$ cat src/rtl/k12a_lcd_responder.sv
// k12a_lcd_responder
// HD44780-style character LCD responder. It is the device end of the
// lcd_rs/lcd_rw/lcd_en/lcd_data bus that the k12a I/O block drives. It holds
// display RAM (DDRAM), the address counter and the busy flag, decodes a subset
// of the instruction set, and answers status and data reads.
//
// Ports
//   sys_clock      in   1       sole clock, rising edge
//   reset          in   1       asynchronous, active-high
//   lcd_rs         in   1       0 = instruction/status, 1 = data
//   lcd_rw         in   1       0 = write to responder, 1 = read from responder
//   lcd_en         in   1       transfer strobe, completes on its falling edge
//   lcd_data_in    in   8       bus value driven by the initiator
//   lcd_data_out   out  8       read data, valid while lcd_data_oe = 1
//   lcd_data_oe    out  1       responder drives the bus
//   busy           out  1       busy flag (BF)
//   cursor_addr    out  ADDR_W  address counter
//   display_on     out  1       display-control D bit
//   dbg_addr       in   ADDR_W  debug DDRAM read address
//   dbg_char       out  8       ddram[dbg_addr], combinational
//   protocol_error out  1       sticky, only with K12A_LCD_BUSY_CHECK_EN
//
// Build option
//   K12A_LCD_BUSY_CHECK_EN : when defined, write strobes seen while busy are
//   discarded and flagged on protocol_error. When undefined, busy is only
//   reported and a write during CLEAR/BUSY executes and restarts the FSM.

module k12a_lcd_responder #(
    parameter int  DEPTH       = 32,
    parameter int  BUSY_CYCLES = 40,
    localparam int ADDR_W      = $clog2(DEPTH)
) (
    input  logic              sys_clock,
    input  logic              reset,
    input  logic              lcd_rs,
    input  logic              lcd_rw,
    input  logic              lcd_en,
    input  logic [7:0]        lcd_data_in,
    output logic [7:0]        lcd_data_out,
    output logic              lcd_data_oe,
    output logic              busy,
    output logic [ADDR_W-1:0] cursor_addr,
    output logic              display_on,
    input  logic [ADDR_W-1:0] dbg_addr,
    output logic [7:0]        dbg_char
`ifdef K12A_LCD_BUSY_CHECK_EN
    ,
    output logic              protocol_error
`endif
);

    localparam int CNT_W = (BUSY_CYCLES > 1) ? $clog2(BUSY_CYCLES) : 1;

    typedef enum logic [1:0] {
        ST_IDLE,
        ST_CLEAR,
        ST_BUSY
    } state_e;

    state_e            state_q, state_d;
    logic [CNT_W-1:0]  cnt_q, cnt_d;
    logic [ADDR_W-1:0] cursor_q, cursor_d;
    logic              display_q, display_d;
    logic              inc_q, inc_d;
    logic              oe_q, oe_d;
    logic [7:0]        out_q, out_d;

    // Bus sampling registers, loaded every cycle.
    logic              en_q, rs_q, rw_q;
    logic [7:0]        data_q;

    logic [7:0]        ddram_q [DEPTH];
    logic              ram_we;
    logic [ADDR_W-1:0] ram_waddr;
    logic [7:0]        ram_wdata;

    logic              strobe, wr_strobe, rd_strobe, wr_accept;
    logic [ADDR_W-1:0] cursor_step;
    logic [7:0]        status_word;

`ifdef K12A_LCD_BUSY_CHECK_EN
    logic              perr_q, perr_d;
`endif

    // A transfer completes on the cycle after the last high cycle of lcd_en,
    // so the latched rs/rw/data are those of that last high cycle.
    assign strobe      = en_q & ~lcd_en;
    assign wr_strobe   = strobe & ~rw_q;
    assign rd_strobe   = strobe & rw_q & rs_q;
    assign cursor_step = inc_q ? (cursor_q + ADDR_W'(1)) : (cursor_q - ADDR_W'(1));
    assign status_word = {busy, {(7 - ADDR_W){1'b0}}, cursor_q};

`ifdef K12A_LCD_BUSY_CHECK_EN
    assign wr_accept   = wr_strobe & ~busy;
`else
    assign wr_accept   = wr_strobe;
`endif

    // State register: FSM, address counter, mode bits, read port and bus
    // sampling, all cleared asynchronously.
    always_ff @(posedge sys_clock or posedge reset) begin
        if (reset) begin
            state_q   <= ST_CLEAR;
            cnt_q     <= '0;
            cursor_q  <= '0;
            display_q <= 1'b0;
            inc_q     <= 1'b1;
            oe_q      <= 1'b0;
            out_q     <= 8'h00;
            en_q      <= 1'b0;
            rs_q      <= 1'b0;
            rw_q      <= 1'b0;
            data_q    <= 8'h00;
`ifdef K12A_LCD_BUSY_CHECK_EN
            perr_q    <= 1'b0;
`endif
        end else begin
            state_q   <= state_d;
            cnt_q     <= cnt_d;
            cursor_q  <= cursor_d;
            display_q <= display_d;
            inc_q     <= inc_d;
            oe_q      <= oe_d;
            out_q     <= out_d;
            en_q      <= lcd_en;
            rs_q      <= lcd_rs;
            rw_q      <= lcd_rw;
            data_q    <= lcd_data_in;
`ifdef K12A_LCD_BUSY_CHECK_EN
            perr_q    <= perr_d;
`endif
        end
    end

    // DDRAM has no reset. While reset is held the FSM sits in CLEAR and may
    // rewrite location 0 with a space; the CLEAR that follows reset overwrites
    // every location anyway, so this is never visible.
    always_ff @(posedge sys_clock) begin
        if (ram_we) begin
            ddram_q[ram_waddr] <= ram_wdata;
        end
    end

    // Next-state logic. The FSM's own progress is computed first; an accepted
    // write strobe then overrides it, which is how a write during CLEAR/BUSY
    // aborts and restarts the operation when busy is not enforced.
    always_comb begin
        state_d   = state_q;
        cnt_d     = cnt_q;
        cursor_d  = cursor_q;
        display_d = display_q;
        inc_d     = inc_q;
        oe_d      = lcd_en & lcd_rw;
        out_d     = out_q;
        ram_we    = 1'b0;
        ram_waddr = cursor_q;
        ram_wdata = 8'h20;
`ifdef K12A_LCD_BUSY_CHECK_EN
        perr_d    = perr_q | (wr_strobe & busy);
`endif

        // Read data is captured every cycle the initiator holds a read, so
        // the last captured value stays valid one cycle after lcd_en falls.
        if (lcd_en && lcd_rw) begin
            out_d = lcd_rs ? ddram_q[cursor_q] : status_word;
        end

        case (state_q)
            ST_IDLE: begin
            end
            ST_CLEAR: begin
                ram_we = 1'b1;
                if (cursor_q == ADDR_W'(DEPTH - 1)) begin
                    cursor_d = '0;
                    cnt_d    = CNT_W'(BUSY_CYCLES - 1);
                    state_d  = ST_BUSY;
                end else begin
                    cursor_d = cursor_q + ADDR_W'(1);
                end
            end
            ST_BUSY: begin
                if (cnt_q == '0) begin
                    state_d = ST_IDLE;
                end else begin
                    cnt_d = cnt_q - CNT_W'(1);
                end
            end
            default: begin
                state_d = ST_CLEAR;
            end
        endcase

        if (wr_accept) begin
            ram_we  = 1'b0;
            state_d = ST_BUSY;
            cnt_d   = CNT_W'(BUSY_CYCLES - 1);
            if (rs_q) begin
                ram_we    = 1'b1;
                ram_wdata = data_q;
                cursor_d  = cursor_step;
            end else begin
                casez (data_q)
                    8'b1???????: cursor_d  = data_q[ADDR_W-1:0];
                    8'b00001???: display_d = data_q[2];
                    8'b000001??: inc_d     = data_q[1];
                    8'b0000001?: cursor_d  = '0;
                    8'b00000001: begin
                        cursor_d = '0;
                        state_d  = ST_CLEAR;
                    end
                    default: begin
                    end
                endcase
            end
        end

        // Data reads advance the address counter regardless of busy.
        if (rd_strobe) begin
            cursor_d = cursor_step;
        end
    end

    // Outputs.
    always_comb begin
        busy = (state_q != ST_IDLE);
    end

    assign lcd_data_out = out_q;
    assign lcd_data_oe  = oe_q;
    assign cursor_addr  = cursor_q;
    assign display_on   = display_q;
    assign dbg_char     = ddram_q[dbg_addr];
`ifdef K12A_LCD_BUSY_CHECK_EN
    assign protocol_error = perr_q;
`endif

endmodule
$ cat config.mk
export PLATFORM = sky130hd
export DESIGN_NAME = k12a_lcd_responder
export DESIGN_NICKNAME = d
export VERILOG_FILES = /design/src/rtl/k12a_lcd_responder.sv
export SDC_FILE = /design/constraint.sdc
export NUM_CORES = 1
export LEC_CHECK = 0
export CAP_MARGIN = 20
export CELL_PAD_IN_SITES_DETAIL_PLACEMENT = 0
export CELL_PAD_IN_SITES_GLOBAL_PLACEMENT = 2
export CORE_ASPECT_RATIO = 0.5
export CORE_MARGIN = 5
export CORE_UTILIZATION = 47
export CTS_CLUSTER_DIAMETER = 40
export CTS_CLUSTER_SIZE = 30
export DETAILED_ROUTE_END_ITERATION = 16
export PLACE_DENSITY = 0.86
export SLEW_MARGIN = 25
export SYNTH_ARGS = -nofsm -noshare
export SYNTH_HDL_FRONTEND = slang
export SYNTH_SLANG_ARGS = --single-unit
$ cat constraint.sdc
create_clock -name sys_clock -period 4.1 [get_ports sys_clock]
set_clock_uncertainty 0.15 [all_clocks]
set_input_delay 0.82 -clock sys_clock [delete_from_list [all_inputs] [get_ports sys_clock]]
set_output_delay 0.82 -clock sys_clock [all_outputs]
set_load 0.05 [all_outputs]
==> impl_metrics.csv <==
group,metric,value,unit
outcome,run_status,"finished, final reports clean",
clock_tree,h-tree-depth,1,
worst_setup_path,endpoint_kind,"output pin",
timing,worstMarginPinSlew,942,ps
clock_tree,root_buffer,"clkbuf_16",
drt,highest-signal-layer,"met4",
drt,postRouteAntennaNets,0,
power_and_ir_drop,ir_worst_vdd,406,uV
timing,fin_tns_setup,0,ps
timing,hold_ws,372,ps
logic_synthesis,synth_warnings,0,
logic_synthesis,synth-seq-cells,291,
drt,wl_per_cell,29.4,um
logic_synthesis,syn-cell-area,13900,um2
worst_setup_path,cp.required,3130,ps
timing,maxSlewHeadroom,37.2,%
drt,routed-via-count,8508,
layout,drive_gt1_share,29.1,%
layout,syn2layout_area_growth,16.1,%
die,core_area,29100,um2
run,cap_violations,0,
drt,drtIter0Drc,1091,
die,initial_core_util,47.8,%
power_and_ir_drop,p_leak,5.74,nW
worst_setup_path,critPathMaxFanout,17,
worst_setup_path,critPathArrivalTime,2860,ps
logic_synthesis,synthesis.nets,854,
drt,vias_per_cell,6.43,
drt,drt-pass1-iter-count,5,
die,die_h,132,um
layout,layout_common_cells,"edfxtp_1, mux4_2, buf_4, mux2i_1, nor2_1",
timing,fin_crit_sh,93.4,%
grt,grt_pass1_vias,8396,
timing,rsz0062_at_grt,"false",
placed_design,io_buffers,41,
drt,wl_met2,17200,um
logic_synthesis,synth_cell_type_count,50,
grt,grt_max_degree,52,
die,rows,44,
placed_design,dp_hpwl,26200,um
logic_synthesis,async_reset_ff_share,12.0,%
timing,setup-violations-final,0,
die,die_width,253,um
clock_tree,cts-buffers-inserted,29,
die,pin_count,42,
grt,antenna_found_initial,0,
grt,grt_pass1_wl,56900,um
clock_tree,insertion_delay,570,ps
logic_synthesis,synth_edf_count,256,
hold_path,hold_path_class,"flop to flop",
layout,layout.nets,939,
worst_setup_path,critical_path_class,"primary input to output pin",
drt,met1_length,16100,um
grt,grt_remaining_overflow,0,
layout,final_util,55.5,%
timing,hold_viol,0,
logic_synthesis,ys.flop_type,"edfxtp_1",
timing,fmax,261,MHz
worst_setup_path,cp-start-kind,"primary input",
grt,grtUsageTotal,23.2,%
logic_synthesis,seq_area_frac_synth,61.6,%
drt,drc,0,
drt,routed_wl,38900,um
timing,finalCriticalPeriod,3830,ps
logic_synthesis,syn_area_per_cell,16.9,um2
clock_tree,cts_tree,"built",
drt,met3_length,4640,um
clock_tree,cts.clk_slew.worst_paths,70,ps
clock_tree,cts_resized,0,
logic_synthesis,syn_inst,824,
clock_tree,clock-sinks,291,
power_and_ir_drop,p_per_area,593,nW/um2
die,dieArea,33300,um2
layout,layout.cells.most_common,"edfxtp_1",
clock_tree,clockBufferDepth,3,
layout,num_antenna_cells,0,
clock_tree,hold_buffers,0,
placed_design,gp_congestion,0.883,
timing,drv_slew,0,
clock_tree,cts_setup_buffers,0,
## worst max-delay path, cell delays in order
cell and delay (ps):
buf_4 190, buf_12 210, mux4_2 580, mux4_2 520, mux2_2 310, buf_4 200
## cell usage after synthesis, types with 4 or more instances
| master | instances | area [um2] |
|---|---|---|
| a22oi_1 | 5 | 37.5 |
| nor3_1 | 12 | 60.1 |
| edfxtp_1 | 256 | 7690 |
| nand3_1 | 8 | 40.0 |
| nor2_1 | 55 | 206 |
| nor4_1 | 4 | 25.0 |
| a211oi_1 | 7 | 52.6 |
| inv_1 | 12 | 45.0 |
| a31oi_1 | 4 | 25.0 |
| buf_4 | 7 | 52.6 |
| nand2b_1 | 6 | 37.5 |
| nand3b_1 | 5 | 37.5 |
| buf_2 | 15 | 75.1 |
| and3_1 | 12 | 75.1 |
| o22ai_1 | 25 | 156 |
| dfrtp_1 | 33 | 826 |
| mux2i_1 | 67 | 671 |
| clkbuf_1 | 19 | 71.3 |
| a21oi_1 | 20 | 100 |
| mux2_2 | 16 | 180 |
| buf_1 | 13 | 48.8 |
| o21ai_0 | 19 | 95.1 |
| or3_1 | 8 | 50.1 |
| nor2b_1 | 10 | 62.6 |
| mux4_2 | 113 | 2540 |
| nand2_1 | 19 | 71.3 |
| ha_1 | 12 | 150 |
## power by group
part	switching (mW)	total (mW)	internal [mW]
Clock	1.35	2.89	1.54
Combinational	1.65	2.85	1.20
Sequential	0.428	3.84	3.41
## sequential cells by signal, indices dropped and copies added, names as in the netlist
name          count
lcd_data_oe       1
lcd_data_out      8
cnt_q             6
rw_q              1
inc_q             1
display_on        1
rs_q              1
data_q            8
ddram_q         256
cursor_addr       5
en_q              1
state_q           2
## final cells by class
type | count | area, um2
Fill cell | 2213 | 12900
Sequential cell | 291 | 8570
Multi-Input combinational cell | 466 | 5030
Timing Repair Buffer | 109 | 956
Clock buffer | 31 | 733
Tap cell | 391 | 489
Clock inverter | 23 | 315
Inverter | 12 | 45.0
## logic make-up (layout without fill, tap and decap cells)
group / count (synthesis) / count (layout) / synth area share, %
adders and majority gates: 12 / 12 / 1.08
AOI/OAI and AO/OA: 96 / 96 / 4.39
xor gates and xnor gates: 4 / 4 / 0.252
muxes: 196 / 196 / 24.4
buffers and inverters: 67 / 175 / 2.19
and+or+nand+nor: 158 / 158 / 6.02
DFF: 291 / 291 / 61.6
## through the flow
step	area [um2]	total power, mW	instances	setup slack [ps]
2_1_floorplan	13900	5.64	824	488
3_3_place_gp	15100	6.68	1269	285
3_5_place_dp	15100	6.70	1269	270
4_1_cts	16100	9.59	1323	273
5_1_grt	16100	9.94	1323	237
6_report	16100	9.57	1323	272
## metal layers
metal	track usage, %	vias up
li1	-	3561
met1	33.7	4430
met5	0	-
met4	5.42	0
met2	33.8	449
met3	8.65	68
## final timing paths
| path | start | end | slack (ps) | cells past startpoint |
|---|---|---|---|---|
| max in group asynchronous | reset | inc_q | 2640 | 3 |
| max reg2reg | cursor_addr[0] | lcd_data_out[0] | 990 | 6 |
| min | display_on | display_on | 370 | 1 |
| min reg2reg | display_on | display_on | 370 | 1 |
| min in group asynchronous | reset | lcd_data_out[0] | 500 | 2 |
| max | dbg_addr[0] | dbg_char[3] | 270 | 6 |
(Power assumes the default switching activity.)
